===== src/rtl/pix_pack_pkg.sv =====
// Shared types and constants for the 24-bit pixel to 64-bit word packer.
package pix_pack_pkg;

   localparam int unsigned PIX_W  = 24;
   localparam int unsigned WORD_W = 64;
   localparam int unsigned ACC_W  = 128;
   localparam int unsigned FILL_W = 7;

   typedef enum logic [1:0] {
      IDLE,
      RUN,
      FLUSH_WAIT,
      FLUSH_EMIT
   } state_e;

   // Ones in bit positions below fill, used to zero-pad a partial word.
   function automatic logic [WORD_W-1:0] low_mask(input logic [FILL_W-1:0] fill);
      logic [WORD_W-1:0] m;
      m = '0;
      for (int unsigned i = 0; i < WORD_W; i++) begin
         if (i < 32'(fill)) m[i] = 1'b1;
      end
      return m;
   endfunction

endpackage


===== src/rtl/pix_obuf.sv =====
// First-word-fall-through word FIFO with occupancy output; head reads 0 when empty.
module pix_obuf
   import pix_pack_pkg::*;
#(
   parameter int unsigned DEPTH = 4,
   parameter int unsigned WIDTH = WORD_W
) (
   input  logic                     afi_clk,
   input  logic                     rstn,
   input  logic                     push,
   input  logic [WIDTH-1:0]         push_data,
   input  logic                     pop,
   output logic [WIDTH-1:0]         head,
   output logic [$clog2(DEPTH):0]   level
);

   localparam int unsigned AW = $clog2(DEPTH);

   logic [AW-1:0]    wr_ptr_q, wr_ptr_d;
   logic [AW-1:0]    rd_ptr_q, rd_ptr_d;
   logic [AW:0]      level_q, level_d;
   logic [WIDTH-1:0] mem_q [DEPTH];
   logic             do_pop;

   always_comb begin
      do_pop   = pop && (level_q != '0);
      wr_ptr_d = wr_ptr_q;
      rd_ptr_d = rd_ptr_q;
      level_d  = level_q;
      if (push)   wr_ptr_d = wr_ptr_q + AW'(1);
      if (do_pop) rd_ptr_d = rd_ptr_q + AW'(1);
      case ({push, do_pop})
         2'b10:   level_d = level_q + (AW+1)'(1);
         2'b01:   level_d = level_q - (AW+1)'(1);
         default: level_d = level_q;
      endcase
   end

   always_ff @(posedge afi_clk or negedge rstn) begin
      if (!rstn) begin
         wr_ptr_q <= '0;
         rd_ptr_q <= '0;
         level_q  <= '0;
      end else begin
         wr_ptr_q <= wr_ptr_d;
         rd_ptr_q <= rd_ptr_d;
         level_q  <= level_d;
      end
   end

   always_ff @(posedge afi_clk) begin
      if (push) mem_q[wr_ptr_q] <= push_data;
   end

   assign head  = (level_q == '0) ? '0 : mem_q[rd_ptr_q];
   assign level = level_q;

   // The packer's request throttling must make a push into a full buffer impossible.
   a_no_overflow: assert property (@(posedge afi_clk) disable iff (!rstn)
      !(push && !do_pop && (level_q == (AW+1)'(DEPTH))));

endmodule


===== src/rtl/pix_pack64.sv =====
// Packs 24-bit FIFO samples LSB-first into 64-bit words (8 samples -> 3 words).
// Define PIX_PACK_STATS_EN to add sample_cnt / word_cnt statistics outputs.
module pix_pack64
   import pix_pack_pkg::*;
#(
   parameter int unsigned OBUF_DEPTH = 4,
   parameter int unsigned USEDW_W    = 8
) (
   input  logic                            afi_clk,
   input  logic                            rstn,
   input  logic                            enable,
   input  logic                            flush,
   output logic                            rd_fifo_req,
   input  logic [PIX_W-1:0]                w_data,
   input  logic [USEDW_W-1:0]              rd_usedw,
   output logic                            out_valid,
   input  logic                            out_ready,
   output logic [WORD_W-1:0]               out_data,
   output logic [$clog2(OBUF_DEPTH):0]     out_level,
   output logic                            flush_done,
`ifdef PIX_PACK_STATS_EN
   output logic [31:0]                     sample_cnt,
   output logic [31:0]                     word_cnt,
`endif
   output logic                            busy
);

   localparam int unsigned LW = $clog2(OBUF_DEPTH) + 1;

   state_e            state_q, state_d;
   logic              inflight_q, inflight_d;
   logic [FILL_W-1:0] fill_q, fill_d;
   logic [ACC_W-1:0]  acc_q, acc_d;
   logic              flush_done_q, flush_done_d;

   logic [ACC_W-1:0]  acc_ins;
   logic [FILL_W-1:0] fill_ins;
   logic [LW-1:0]     level;
   logic [LW-1:0]     free;
   logic              req;
   logic              push;
   logic [WORD_W-1:0] push_data;
   logic              pop;
   logic [WORD_W-1:0] head;

   pix_obuf #(
      .DEPTH (OBUF_DEPTH),
      .WIDTH (WORD_W)
   ) u_obuf (
      .afi_clk   (afi_clk),
      .rstn      (rstn),
      .push      (push),
      .push_data (push_data),
      .pop       (pop),
      .head      (head),
      .level     (level)
   );

   assign free = LW'(OBUF_DEPTH) - level;
   assign pop  = (level != '0) && out_ready;

   // Two free slots cover the word the in-flight sample may still produce.
   always_comb begin
      req = (state_q == RUN) && enable
            && (rd_usedw > USEDW_W'(inflight_q))
            && (free >= LW'(2));
   end

   always_comb begin
      acc_ins  = acc_q;
      fill_ins = fill_q;
      if (inflight_q) begin
         acc_ins  = acc_q | (ACC_W'(w_data) << fill_q);
         fill_ins = fill_q + FILL_W'(PIX_W);
      end

      acc_d     = acc_ins;
      fill_d    = fill_ins;
      push      = 1'b0;
      push_data = acc_ins[WORD_W-1:0];
      if (fill_ins >= FILL_W'(WORD_W)) begin
         push   = 1'b1;
         acc_d  = acc_ins >> WORD_W;
         fill_d = fill_ins - FILL_W'(WORD_W);
      end

      inflight_d   = req;
      state_d      = state_q;
      flush_done_d = 1'b0;

      case (state_q)
         IDLE: begin
            if (flush)       state_d = FLUSH_WAIT;
            else if (enable) state_d = RUN;
         end
         RUN: begin
            if (flush)        state_d = FLUSH_WAIT;
            else if (!enable) state_d = IDLE;
         end
         FLUSH_WAIT: begin
            if (!inflight_q && (free >= LW'(1))) begin
               state_d      = FLUSH_EMIT;
               flush_done_d = 1'b1;
            end
         end
         FLUSH_EMIT: begin
            // No sample is in flight here, so acc_q/fill_q are final.
            if (fill_q != '0) begin
               push      = 1'b1;
               push_data = acc_q[WORD_W-1:0] & low_mask(fill_q);
            end
            acc_d   = '0;
            fill_d  = '0;
            state_d = enable ? RUN : IDLE;
         end
         default: state_d = IDLE;
      endcase
   end

   always_ff @(posedge afi_clk or negedge rstn) begin
      if (!rstn) begin
         state_q      <= IDLE;
         inflight_q   <= 1'b0;
         fill_q       <= '0;
         acc_q        <= '0;
         flush_done_q <= 1'b0;
      end else begin
         state_q      <= state_d;
         inflight_q   <= inflight_d;
         fill_q       <= fill_d;
         acc_q        <= acc_d;
         flush_done_q <= flush_done_d;
      end
   end

`ifdef PIX_PACK_STATS_EN
   logic [31:0] sample_cnt_q, sample_cnt_d;
   logic [31:0] word_cnt_q, word_cnt_d;

   always_comb begin
      sample_cnt_d = sample_cnt_q + (inflight_q ? 32'd1 : 32'd0);
      word_cnt_d   = word_cnt_q + (pop ? 32'd1 : 32'd0);
      if (state_q == FLUSH_EMIT) begin
         sample_cnt_d = '0;
         word_cnt_d   = '0;
      end
   end

   always_ff @(posedge afi_clk or negedge rstn) begin
      if (!rstn) begin
         sample_cnt_q <= '0;
         word_cnt_q   <= '0;
      end else begin
         sample_cnt_q <= sample_cnt_d;
         word_cnt_q   <= word_cnt_d;
      end
   end

   assign sample_cnt = sample_cnt_q;
   assign word_cnt   = word_cnt_q;
`endif

   assign rd_fifo_req = req;
   assign out_valid   = (level != '0);
   assign out_data    = head;
   assign out_level   = level;
   assign flush_done  = flush_done_q;
   assign busy        = (state_q != IDLE) || (fill_q != '0) || (level != '0);

endmodule


===== config.mk =====
export PLATFORM = sky130hd
export DESIGN_NAME = pix_pack64
export DESIGN_NICKNAME = d
export VERILOG_FILES = /design/src/rtl/pix_pack_pkg.sv /design/src/rtl/pix_obuf.sv /design/src/rtl/pix_pack64.sv
export SDC_FILE = /design/constraint.sdc
export NUM_CORES = 1
export LEC_CHECK = 0
export ABC_AREA = 1
export CORE_ASPECT_RATIO = 1.4
export CORE_MARGIN = 10
export CORE_UTILIZATION = 34
export DETAILED_ROUTE_END_ITERATION = 7
export DONT_BUFFER_PORTS = 1
export MAX_ROUTING_LAYER = met4
export PLACE_DENSITY_LB_ADDON = 0.12
export SYNTH_ARGS = -nofsm -noshare
export SYNTH_HDL_FRONTEND = slang
export SYNTH_SLANG_ARGS = --single-unit

===== constraint.sdc =====
create_clock -name afi_clk -period 7.2 [get_ports afi_clk]
set_input_delay 1.44 -clock afi_clk [delete_from_list [all_inputs] [get_ports afi_clk]]
set_output_delay 1.44 -clock afi_clk [all_outputs]
set_load 0.1 [all_outputs]

==> results of run 1 <==
[final cells by class]
class	count	area share, %
sequential	399	52.2
multi-input combinational	1407	30.4
clock buffer	56	5.44
tap	721	4.18
timing repair buffer	91	3.17
inverter	179	3.13
clock inverter	24	1.39
antenna	1	0.0116
[per-stage QoR]
stage | worst slack, ns | util (%) | hold slack, ns | std cells | cell area, um^2
final | 1.79 | 39.6 | 0.517 | 2878 | 21600
after global routing | 1.60 | 39.6 | 0.535 | 2877 | 21600
after CTS | 1.73 | 39.6 | 0.520 | 2877 | 21600
after detailed placement | 2.36 | 36.9 | 0.511 | 2797 | 20100
after global placement | 2.36 | 36.9 | 0.505 | 2797 | 20100
after floorplan | 2.21 | - | 0.482 | 2096 | 18800
[path summary, 6_finish.rpt]
check                                             from                            to  slack (ns)
min in group asynchronous                         rstn           acc_q[63]$_DFF_PN0_        0.57
max in group asynchronous                         rstn           acc_q[33]$_DFF_PN0_        6.25
min                                acc_q[65]$_DFF_PN0_           acc_q[65]$_DFF_PN0_        0.52
min reg2reg                        acc_q[65]$_DFF_PN0_           acc_q[65]$_DFF_PN0_        0.52
max reg2reg                        fill_q[5]$_DFF_PN0_  u_obuf.mem_q[1][2]$_DFFE_PP_        3.22
max                        u_obuf.level[0]$_DFFE_PN0P_                          busy        1.79
[cell families after synthesis]
logic type / share of synthesized area [%]
AND/OR/NAND/NOR: 22.5
other: 0.0200
flip-flops: 60.0
XOR/XNOR: 0.187
buffers and inverters: 6.54
adder cells (fa/ha/maj): 1.11
AO/OA/AOI/OAI: 9.65
[registers in the layout, summed over array words and instances (netlist names)]
signal           flops
u_obuf.level         3
flush_done           1
inflight_q           1
u_obuf.mem_q       256
u_obuf.wr_ptr_q      2
acc_q              128
state_q              2
u_obuf.rd_ptr_q      2
fill_q               4
[worst max-delay path, cell delays in order, from the launching register on]
cell	delay, ns
dfrtp_1	1.01
inv_1	0.26
ha_1	0.31
ha_4	0.27
inv_1	0.71
nor3_1	0.08
nand3_1	0.75
[placed cells by master, fill, tap and decap left out, types with 3 or more instances in the layout]
cell / instances
bufinv_16: 5
nor2_4: 6
clkinv_1: 3
dfrtp_1: 140
o21ai_0: 187
a21oi_1: 56
buf_4: 91
o21ai_1: 8
nor3_1: 3
clkbuf_8: 5
inv_1: 168
edfxtp_1: 256
nand2_1: 607
xor2_1: 3
clkbuf_16: 43
a21oi_2: 84
nand3_1: 81
ha_1: 14
nor2_2: 3
inv_2: 9
clkinv_2: 6
clkinvlp_4: 4
nor2_1: 285
clkbuf_1: 8
nand4_1: 52
[routing by layer]
| layer | wire length [um] | up-vias |
|---|---|---|
| li1 | - | 6932 |
| met1 | 24700 | 6827 |
| met2 | 26800 | 342 |
| met3 | 3990 | 108 |
| met4 | 2020 | 0 |
| met5 | 0 | - |
==> results.md, run 1 <==
- Largest net degree at the start of global routing: 144
- Cells on worst reg2reg path: 6
- Global routing usage on met2: 27.3%
- Synth Warn #: 0
- Initial Utilization: 34.5%
- Setup-failing EPs final: 0
- Synth top cells by count: nand2_1, nor2_1, edfxtp_1, o21ai_0, inv_1
- Vias/cell: between 4 and 5
- Clock Latency Late Sink: 0.59 ns
- Data required, critical path: 5.76 ns
- Setup tns final: 0 ns
- RSZ-0062 raised after global routing: no
- PostCTS Resize Cnt: 0
- Final Cycle Share: about three quarters
- CTS tree: done
- CTS clk-pin slew, worst paths: 0.06 ns
- # clock sinks: 399
- Overall global routing resource usage: 17.9%
- Met3 Usage GRT: 4.46%
- Most numerous cell in the Yosys netlist: nand2_1
- # port buffers: 0
- GRT overflow: 0
- Critical Path Fanout Max: 17
- DR WL/cell: approximately 20 um
- Clock skew: between 0.015 and 0.02 ns
- Post-route ant nets: 0
- Number of global-route vias before repair: about 14000
- Core footprint: about 0.054 mm^2
- Dpl hpwl: about 37000 um
- IO Count: 108
- WS Path Type: reg2out
- TritonCTS buffer count: 43
- Slew headroom: 19.4%
- Initial antenna violation count: 2
- DRT Wirelength: 57400 um
- Final hold violation count: 0
- Synth top area share: 40.9%
- Worst Path Arrival: approximately 4 ns
- Reg area: between 0.01 and 0.015 mm^2
- CTS H-tree lvls: 2
- Worst hold path type: reg2reg
- Root Buffer: clkbuf_16
- Max Root-Sink Buffers: 3
- Die area: 0.0652 mm^2
- Worst setup SP type: flip-flop
- Layout area overhead: 14.9%
- Post-synth EDFFs: 256
- Mapped Cells: 2096
- Hold Path Stages: 2
- Avg Inst Size Synth: 8.96 um^2
- Cell Rows: slightly above 100
- Seq/Total Area, Yosys: 60.0%
- Net Count, Synth: 2149
- DRC viols: 0
- Worst Tran Pin Value: 1.21 ns
- GR peak layer: met2
- Netlist cell types: 37
- Fmax: 0.185 GHz
- Min Tclk post-route: 5.41 ns
- Die width: 219 um
- Max_cap viols: 0
- Gp weighted congestion: between 0.9 and 1
- Final Max Slew Viols: 0
- Die Y-Extent: ~300 um
- First-pass GRT wire length: 86900 um
- Hold Buf Count CTS: 0
- Share of cells above drive strength 1: 12.8%
- Met1 usage: 22.3%
- FFs w/ async S/R, synth: 35.8%
- Vias: 14209
- Most used DFF post-synth: edfxtp_1
- Critical Path End Type: output port
- Detailed Route Iter0 Violations: around 940
- Pre-Repair DR Iteration Count: 5
- Area occupied by multi-input gates: approximately 0.0066 mm^2
- Fill count: between 5000 and 6000
- Run status: finished clean
- FF+latch count, synth: 399
- Most area-consuming cells after synthesis: edfxtp_1, dfrtp_1, nand2_1
- NumNets Final: 2174
- Mapped cell area: ~0.019 mm^2
- Number of post-CTS setup repair buffers: 0
- Dominant cell type by area after synthesis: edfxtp_1
Power of run 1 is not shown: default switching activity piles up to over one toggle a cycle in this logic, so the estimate is an artifact.
==> inputs of run 2 (changes only) <==
- clock period: 7.2 -> 4.7 ns (I/O delays scaled with it)
==> run 2 against run 1 <==
Effect of this change:
- sequential share of layout area is 0.19 points lower
- flip-flop and latch count stayed put
- final cell count rose by 0.35%
- register-to-register slack got worse by 2.1 ns
- non-clock buffer count increased by 10
- cell area up 0.37%
- core utilization grew 0.14 points
- via count about the same
- worst setup slack lost 1.1 ns
- count of clock-buffer cells in the layout grew 3
- critical path type unchanged
==> results.md, run 2 (synthesis results as in run 1) <==
- Run status: finished clean
- IO Count: 108 (unchanged)
- Largest net degree at the start of global routing: 144 (unchanged)
- Top Registers: u_obuf.mem_q (256), acc_q (128), fill_q (4)
- DRC viols: 0 (unchanged)
- Final worst slack: 0.695 ns (-1.10 ns)
- Cells on worst reg2reg path: 6 (unchanged)
- CP bufs+invs: 3 (+1)
- Pre-Repair DR Iteration Count: 5 (unchanged)
- Min Tclk post-route: around 4 ns
- Most flop-heavy register: u_obuf.mem_q
- Die area: 0.0652 mm^2 (unchanged)
- Number of post-CTS setup repair buffers: 0 (unchanged)
- Commonest non-fill, non-tap cell in the layout: nand2_1
- Crit Reg-Reg Startpoint: fill_q[5]$_DFF_PN0_
- DR WL/cell: 20.2 um (+1.4%)
- Detailed Route Iter0 Violations: 899 (-4.5%)
- Core footprint: 0.0545 mm^2 (unchanged)
- CTS H-tree lvls: 2 (unchanged)
- Die width: 219 um (unchanged)
- Gp weighted congestion: 0.909 (-0.20%)
- # clock sinks: 399 (unchanged)
- R2r setup slk: 1.17 ns (-2.05 ns)
- Clock skew: 0.0183 ns (-0.00123 ns)
- GRT overflow: 0 (unchanged)
- Crit path max-delay cell type: dfrtp_1
- Worst setup SP type: flip-flop
- Hold Buf Count CTS: 0 (unchanged)
- Critical Path End Type: output port
- CTS clk-pin slew, worst paths: 0.06 ns (about the same)
- Critical Path Fanout Max: 51 (+34)
- Final Cycle Share: 85.2%
- Layout area overhead: 15.4%
- RSZ-0062 raised after global routing: no
- PostCTS Resize Cnt: 0 (unchanged)
- Most frequent cells in the layout: nand2_1, nor2_1, edfxtp_1, o21ai_0, inv_1
- Worst Path Arrival: 3.07 ns (-0.90 ns)
- Post-route ant nets: 0 (unchanged)
- Fill count: 5395 (+0.45%)
- Met3 Usage GRT: 2.98% (-1.5 points)
- Number of global-route vias before repair: 13882 (+1.8%)
- Initial antenna violation count: 3 (+1)
- Root Buffer: clkbuf_16
- Max Root-Sink Buffers: 3 (unchanged)
- GR peak layer: met2
- Clock Latency Late Sink: 0.56 ns (-0.03 ns)
- CTS tree: done
- DRT Wirelength: 58500 um (+1.7%)
- TritonCTS buffer count: 42 (-2.3%)
- Share of cells above drive strength 1: 12.9% (+0.051 points)
- Data required, critical path: 3.76 ns (-2.00 ns)
- Fmax: 0.250 GHz
- WS Path Type: reg2out
- Dpl hpwl: 38400 um (+4.7%)
- Post-place setup slack: 1.16 ns (-1.20 ns)
- Critical Path Most Common Cell: inv_1
- Worst hold path type: in2async
- Critical path cell sequence: inv_1, ha_4, inv_1, nor3_1, nand3_1, buf_4
- Crit path max-delay family: buffers and inverters
- Cell Rows: 101 (unchanged)
- Setup-failing EPs final: 0 (unchanged)
- Initial Utilization: 34.5% (unchanged)
- Utilization after layout: 39.8% (+0.14 points)
- # port buffers: 0 (unchanged)
- Vias/cell: 4.92 (-0.40%)
- Setup tns final: 0 ns (unchanged)
- Die Y-Extent: 298 um (unchanged)
- First-pass GRT wire length: 89100 um (+2.5%)
- Worst Tran Pin Value: 1.27 ns (+0.0643 ns)
- Vias: 14201 (-0.056%)
- Global routing usage on met2: 28.4% (+1.1 points)
- NumNets Final: 2183 (+0.41%)
- Max_cap viols: 0 (unchanged)
- Final hold violation count: 0 (unchanged)
- Met1 usage: 23.8% (+1.4 points)
- Max reg flops: 256 (unchanged)
- Hold slack: 0.0911 ns (-0.426 ns)
- Slew headroom: 14.3% (-5.1 points)
- Final Max Slew Viols: 0 (unchanged)
- FF-to-FF End: u_obuf.mem_q[0][2]$_DFFE_PP_
- Overall global routing resource usage: 18.3% (+0.41 points)
- Slowest stage delay, CP: 0.73 ns (-0.28 ns)
## run 2: per-stage QoR
step	area, um^2	instances
detailed placement	20300	2807
global placement	20300	2807
global route	21700	2887
CTS	21600	2884
floorplan	18800	2096
finish	21700	2888
## run 2: routing by layer
metal  up-vias  part of all wire, %
met1      6819                   45
met5         -                    0
li1       6955                    -
met2       316                   47
met3       111                  4.8
met4         0                  3.1
## run 2: worst max path at each step
stage	depth (start not counted)	slack, ns	end	start
floorplan	6	0.26	out_data[0]	u_obuf.level[0]$_DFFE_PN0P_
global placement	6	1.22	busy	u_obuf.level[2]$_DFFE_PN0P_
detailed placement	6	1.16	u_obuf.mem_q[3][3]$_DFFE_PP_	fill_q[5]$_DFF_PN0_
CTS	6	0.60	busy	u_obuf.level[2]$_DFFE_PN0P_
global route	6	0.46	busy	u_obuf.level[2]$_DFFE_PN0P_
finish	6	0.69	busy	u_obuf.level[2]$_DFFE_PN0P_
## run 2: area by class of cell
type,count,area (um^2),area share [%]
sequential,399,11300,52.0
multi-input combinational,1407,6570,30.3
clock buffer,59,1210,5.57
tap,721,902,4.17
timing repair buffer,101,858,3.96
inverter,179,674,3.11
clock inverter,18,165,0.763
antenna,4,10.0,0.0462
Power of run 2 is left out for the same reason.
